===== config.mk =====
export PLATFORM = sky130hd
export DESIGN_NAME = aes_reg_drain_status
export DESIGN_NICKNAME = d
export VERILOG_FILES = /design/src/rtl/aes_reg_drain_status.sv
export SDC_FILE = /design/constraint.sdc
export NUM_CORES = 1
export LEC_CHECK = 0
export CAP_MARGIN = 20
export CORE_AREA = 3 3 40 42
export CTS_BUF_LIST = sky130_fd_sc_hd__clkbuf_4 sky130_fd_sc_hd__clkbuf_8
export DETAILED_ROUTE_END_ITERATION = 8
export DIE_AREA = 0 0 43 45
export MAX_ROUTING_LAYER = met4
export PLACE_DENSITY = 0.82
export SLEW_MARGIN = 10
export SYNTH_ARGS = -nofsm -noshare
export SYNTH_HDL_FRONTEND = slang
export SYNTH_SLANG_ARGS = --single-unit
export TNS_END_PERCENT = 30

===== constraint.sdc =====
create_clock -name clk_i -period 2.4 [get_ports clk_i]
set_clock_uncertainty 0.1 [all_clocks]
set_input_delay 0.48 -clock clk_i [delete_from_list [all_inputs] [get_ports clk_i]]
set_output_delay 0.48 -clock clk_i [all_outputs]
set_load 0.01 [all_outputs]

===== src/rtl/aes_reg_drain_status.sv =====
// Read-side drain tracker for multi-word output data registers (e.g. AES data_out).
// Optional saturating stall-cycle counter: define AES_DRAIN_STALL_CNT_EN.
module aes_reg_drain_status #(
    parameter int unsigned Width    = 4,
    parameter int unsigned CntWidth = 16
) (
    input  logic                clk_i,
    input  logic                rst_ni,
    input  logic [Width-1:0]    re_i,
    input  logic                out_valid_i,
    output logic                out_ready_o,
    input  logic                manual_i,
    input  logic                clear_i,
    output logic                valid_o,
    output logic [Width-1:0]    read_mask_o,
    output logic                drained_pulse_o,
    output logic                overwrite_pulse_o,
    output logic                stall_o,
    output logic [CntWidth-1:0] stall_cnt_o
);

    localparam logic [1:0] StEmpty   = 2'd0;
    localparam logic [1:0] StFull    = 2'd1;
    localparam logic [1:0] StPartial = 2'd2;

    logic [1:0]       state_q, state_d;
    logic [Width-1:0] mask_q, mask_d;
    logic [Width-1:0] mask_next;
    logic             held;
    logic             all_read;
    logic             handshake;

    // Acceptance, pulses and next state; ready is combinational for zero-latency refill
    always_comb begin
        held              = (state_q != StEmpty);
        mask_next         = held ? (mask_q | re_i) : mask_q;
        all_read          = held & (&mask_next);
        out_ready_o       = ~clear_i & (~held | all_read | manual_i);
        handshake         = out_valid_i & out_ready_o;
        drained_pulse_o   = all_read & ~clear_i;
        overwrite_pulse_o = handshake & held & ~all_read;
        stall_o           = out_valid_i & ~out_ready_o;

        state_d = state_q;
        mask_d  = mask_q;
        if (clear_i) begin
            state_d = StEmpty;
            mask_d  = '0;
        end else if (handshake) begin
            // Same-cycle reads belonged to the old block and are discarded
            state_d = StFull;
            mask_d  = '0;
        end else if (all_read) begin
            state_d = StEmpty;
            mask_d  = '0;
        end else if (held && (mask_next != '0)) begin
            state_d = StPartial;
            mask_d  = mask_next;
        end
    end

    always_ff @(posedge clk_i or negedge rst_ni) begin
        if (!rst_ni) begin
            state_q <= StEmpty;
            mask_q  <= '0;
        end else begin
            state_q <= state_d;
            mask_q  <= mask_d;
        end
    end

    assign valid_o     = held;
    assign read_mask_o = mask_q;

`ifdef AES_DRAIN_STALL_CNT_EN
    logic [CntWidth-1:0] stall_cnt_q, stall_cnt_d;

    // Saturating count of stalled cycles; only clear_i resets it
    always_comb begin
        stall_cnt_d = stall_cnt_q;
        if (clear_i) begin
            stall_cnt_d = '0;
        end else if (stall_o && (stall_cnt_q != {CntWidth{1'b1}})) begin
            stall_cnt_d = stall_cnt_q + CntWidth'(1);
        end
    end

    always_ff @(posedge clk_i or negedge rst_ni) begin
        if (!rst_ni) begin
            stall_cnt_q <= '0;
        end else begin
            stall_cnt_q <= stall_cnt_d;
        end
    end

    assign stall_cnt_o = stall_cnt_q;
`else
    assign stall_cnt_o = '0;
`endif

endmodule


Word level (Yosys, flattened, before mapping):

Index checks and enable logic that the tools add are counted.

* muxes and demuxes: 9
* div/mod/pow operators: 0
* multipliers: 0
* add/subtract/negate cells: 0
* bitwise gates (word level): 14
* magnitude comparators: 0
* shift operators: 0
* equality and inequality tests: 0
* reductions and logical operators: 5

Operators with widths (count)
* 4-bit 2-to-1 mux: 5
* 2-bit 2-to-1 mux: 4
* 4-bit nonzero test: 2
* 1-bit AND: 7
* 1-bit inverter: 4
* 4-bit OR: 1
* 4-bit AND reduction: 1
* 1-bit OR: 2
* 2-bit nonzero test: 1
* 1-bit logical AND: 1

* latch bits: 0
* logic and storage cells: 30
* memories: 0
* output and inout port bits: 25
* ROM bits: 0
* memory bits (writable): 0
* flip-flop bits (word level): 6
* input port bits: 9

Logic depth before layout (Yosys ltp):

* word-level depth: 10
* gate-level depth with buffers: 4
* depth with buffers taken out: 4

Least setup slack after synthesis:

No wires, ideal clock.

* path type: input to output
* start point: input manual_i
* end point: output overwrite_pulse_o
* arrival time: 1191 ps
* data required time: 1820 ps
* path buffers: 0
* stages on the path: 3
* setup slack: 629 ps
* path through: o21ba_2 -> and2b_2 -> and4_2

* longest elaborated chain between the ends: 5

RTL lines
* from (decl): RTL line 12 `input logic manual_i,`
* 1-bit OR: RTL line 38 `out_ready_o = ~clear_i & (~held | all_read | manual_i);`
* 1-bit AND: RTL line 38
* 1-bit AND: RTL line 39 `handshake = out_valid_i & out_ready_o;`
* 1-bit AND (2 in series): RTL line 41 `overwrite_pulse_o = handshake & held & ~all_read;`
* to (decl): RTL line 17 `output logic overwrite_pulse_o,`

Every way passes these cells.

Worst setup path after layout:

* start point: input re_i[1]
* end point: output out_ready_o

* longest elaborated chain between the ends: 7

RTL lines
* from (decl): RTL line 9 `input logic [Width-1:0] re_i,`
* 4-bit OR: RTL line 36 `mask_next = held ? (mask_q | re_i) : mask_q;`
* 4-bit 2-to-1 mux: RTL line 36
* 4-bit AND reduction: RTL line 37 `all_read = held & (&mask_next);`
* 1-bit AND: RTL line 37
* 1-bit OR (2 in series): RTL line 38
* 1-bit AND: RTL line 38
* to (decl): RTL line 11 `output logic out_ready_o,`

Every way passes these cells.

==> results.tsv <==
stage	metric	value	unit
floorplanning	rows	13	
yosys	synth_top_area_share	32.3	%
yosys	synth_top_flop_cell	dfrtp_1	
timing	hold_violations	0	
clocking	clk_pin_slew	0.04	ns
timing	maxSlewHeadroom	63.9	%
global_route	grt_max_degree	8	
global_route	antenna_found_initial	0	
worst_hold_path	hp-class	in2async	
worst_setup_path	cp-start-kind	input port	
global_route	grt_usage	13.7	%
yosys	syn_area	464	sq um
cells_and_area	diodes	0	
timing	period_needed	2.36	ns
floorplanning	die_area	1940	sq um
outcome	status	complete, no violations	
cells_and_area	drive_gt1_share	21.8	%
clocking	insertion_delay	0.24	ns
worst_setup_path	crit_required	1.82	ns
worst_setup_path	timing.rr.start	read_mask_o[0]$_DFFE_PN0P_	
placement	place_ws	-0.370	ns
floorplanning	dieHeight	45	um
timing	worstMarginPinSlew	0.537	ns
detailed_routing	route.detailed.drc	0	
power_and_ir_drop	leakage	0.313	nW
worst_setup_path	worst-path-max-fanout	4	
detailed_routing	num_vias	431	
clocking	h-tree-depth	1	
floorplanning	core	1280	sq um
worst_setup_path	crit_path_top_delay_cell	clkdlybuf4s50_1	
timing	rsz0062_at_grt	yes	
clocking	clock-sinks	6	
timing	fmax	0.424	GHz
clocking	tritoncts.num_buffers	3	
yosys	synth_most_common_cell	buf_4	
timing	timing.final.ws_setup	0.0388	ns
detailed_routing	drt_wl_total	1120	um
detailed_routing	ant_nets	0	
clocking	post_cts_buffers	0	
power_and_ir_drop	vdd_drop_max	0.247	mV
cells_and_area	area_growth	43.4	%
detailed_routing	via_per_inst	4.63	
cells_and_area	final_util	51.8	%
timing	setup_viol	0	
worst_setup_path	cp-startpoint	re_i[1]	
timing	timing.final.crit_share	98.4	%
yosys	ys_seq_area_share	32.3	%
yosys	synth_edf_count	0	
yosys	synth_area_leader_cell	dfrtp_1	
worst_setup_path	crit_path_cell_trace	clkdlybuf4s50_1, o22ai_2, or2_4, a21oi_1, clkdlybuf4s15_1	
detailed_routing	first_iter_violations	5	
global_route	grt.overflow.total	0	
timing	slew_viol_final	0	
detailed_routing	wl_per_cell	12.0	um
yosys	synthTopCellsByArea	dfrtp_1 32%, buf_4 26%, a21oi_1 5.4%	
worst_setup_path	path_class	in2out	
clocking	cts_buffer_depth	2	
floorplanning	start_util	36.1	%
run	drv_cap	0	
global_route	grt_pass1_vias	443	
worst_setup_path	endpoint_kind	output port	
worst_setup_path	critPathMaxStageDelay	0.50	ns
yosys	synthCells	54	
clocking	cts_tree	done	
floorplanning	dieWidth	43	um
placement	dp_hpwl	871	um
power_and_ir_drop	power.density	488	nW/um^2
placement	gp_congestion	0.793	
yosys	yosys_warnings	0	
timing	tns	0	ns
worst_setup_path	crit_arrival	1.78	ns
yosys	async_flop_share	100	%
floorplanning	io_pins	34	
yosys	ys_types	21	
clocking	root_buffer	clkbuf_4	
detailed_routing	first_pass_iters	2	
placement	io_buffers	17	
timing	hold-worst-slack	0.381	ns
yosys	avgSynthCellArea	8.60	sq um
global_route	grt_pass1_wl	1890	um
yosys	yosys_register_bits	6	
cells_and_area	nets	89	
yosys	synth.top_cells.by_count	16 x buf_4, 6 x dfrtp_1, 5 x a21oi_1	
==> registers in the layout, summed over array words and instances (netlist names) <==
register / cells
read_mask_o: 4
state_q: 2
==> cell families after synthesis <==
| logic type | share of synthesized area (%) |
|---|---|
| AND/OR/NAND/NOR | 19.7 |
| AO/OA/AOI/OAI | 18.1 |
| flip-flops | 32.3 |
| buffers and inverters | 29.1 |
| other | 0.808 |
==> path summary, 6_finish.rpt <==
| check | endpoint | slack, ns | depth (start not counted) |
|---|---|---|---|
| min | read_mask_o[1]$_DFFE_PN0P_ | 0.38 | 1 |
| min reg2reg | state_q[1]$_DFFE_PN0P_ | 0.46 | 2 |
| min in group clk_i | state_q[1]$_DFFE_PN0P_ | 0.46 | 2 |
| max reg2reg | state_q[1]$_DFFE_PN0P_ | 0.90 | 3 |
| max in group asynchronous | state_q[0]$_DFFE_PN0P_ | 1.60 | 1 |
| max | out_ready_o | 0.04 | 5 |
==> placed cells by master, fill, tap and decap left out <==
cell type	synthesis	layout
a2111oi_0	1	1
a21boi_0	1	1
a21oi_1	5	5
a32o_1	1	1
and2b_2	1	1
and4_2	1	1
buf_4	16	6
clkbuf_2	0	1
clkbuf_4	0	3
clkdlybuf4s15_1	0	2
clkdlybuf4s50_1	0	12
conb_1	1	16
dfrtp_1	6	6
dlygate4sd2_1	0	2
inv_1	3	3
nor2_1	1	1
nor2b_1	2	2
nor3_1	2	1
nor3_2	0	1
nor4_1	4	4
o21ai_1	1	2
o21ba_2	1	1
o22ai_2	0	2
or2_4	0	1
or4_1	2	2
==> what timing repair did <==
item,4_1_cts,5_1_grt
resized for setup,8,6
hold buffers,0,0
endpoints found under the setup margin,4,4
==> power by group <==
group	leakage (nW)	switching, mW	internal (mW)
Clock	0.0138	0.0362	0.0566
Sequential	0.0810	0.00748	0.109
Combinational	0.218	0.0594	0.0554
Total	0.313	0.103	0.221
==> cell type report <==
cell class                      instances  area (sq um)
Clock buffer                            3          22.5
Timing Repair Buffer                   23           208
Multi-Input combinational cell         43           255
Sequential cell                         6           150
Tap cell                               15          18.8
Inverter                                3          11.3
Fill cell                             135           619
==> critical path, delay by kind of cell <==
family | cells | cell delay, ns
and+or+nand+nor | 1 | 0.28
AOI/OAI and AO/OA | 2 | 0.27
buffers and inverters | 2 | 0.76
==> layer usage <==
metal  share of wire, %  global-route usage [%]
met1                 38                    13.5
met2                 52                    26.3
met5                  0                       -
met4                1.8                    5.42
met3                7.9                    2.39
==> per-stage QoR <==
step | std cells | area, sq um | power, mW
2_1_floorplan | 69 | 520 | 0.191
3_3_place_gp | 90 | 631 | 0.228
3_5_place_dp | 90 | 631 | 0.231
4_1_cts | 93 | 657 | 0.325
5_1_grt | 93 | 666 | 0.345
6_report | 93 | 666 | 0.325
Power figures use the tool's default switching activity.
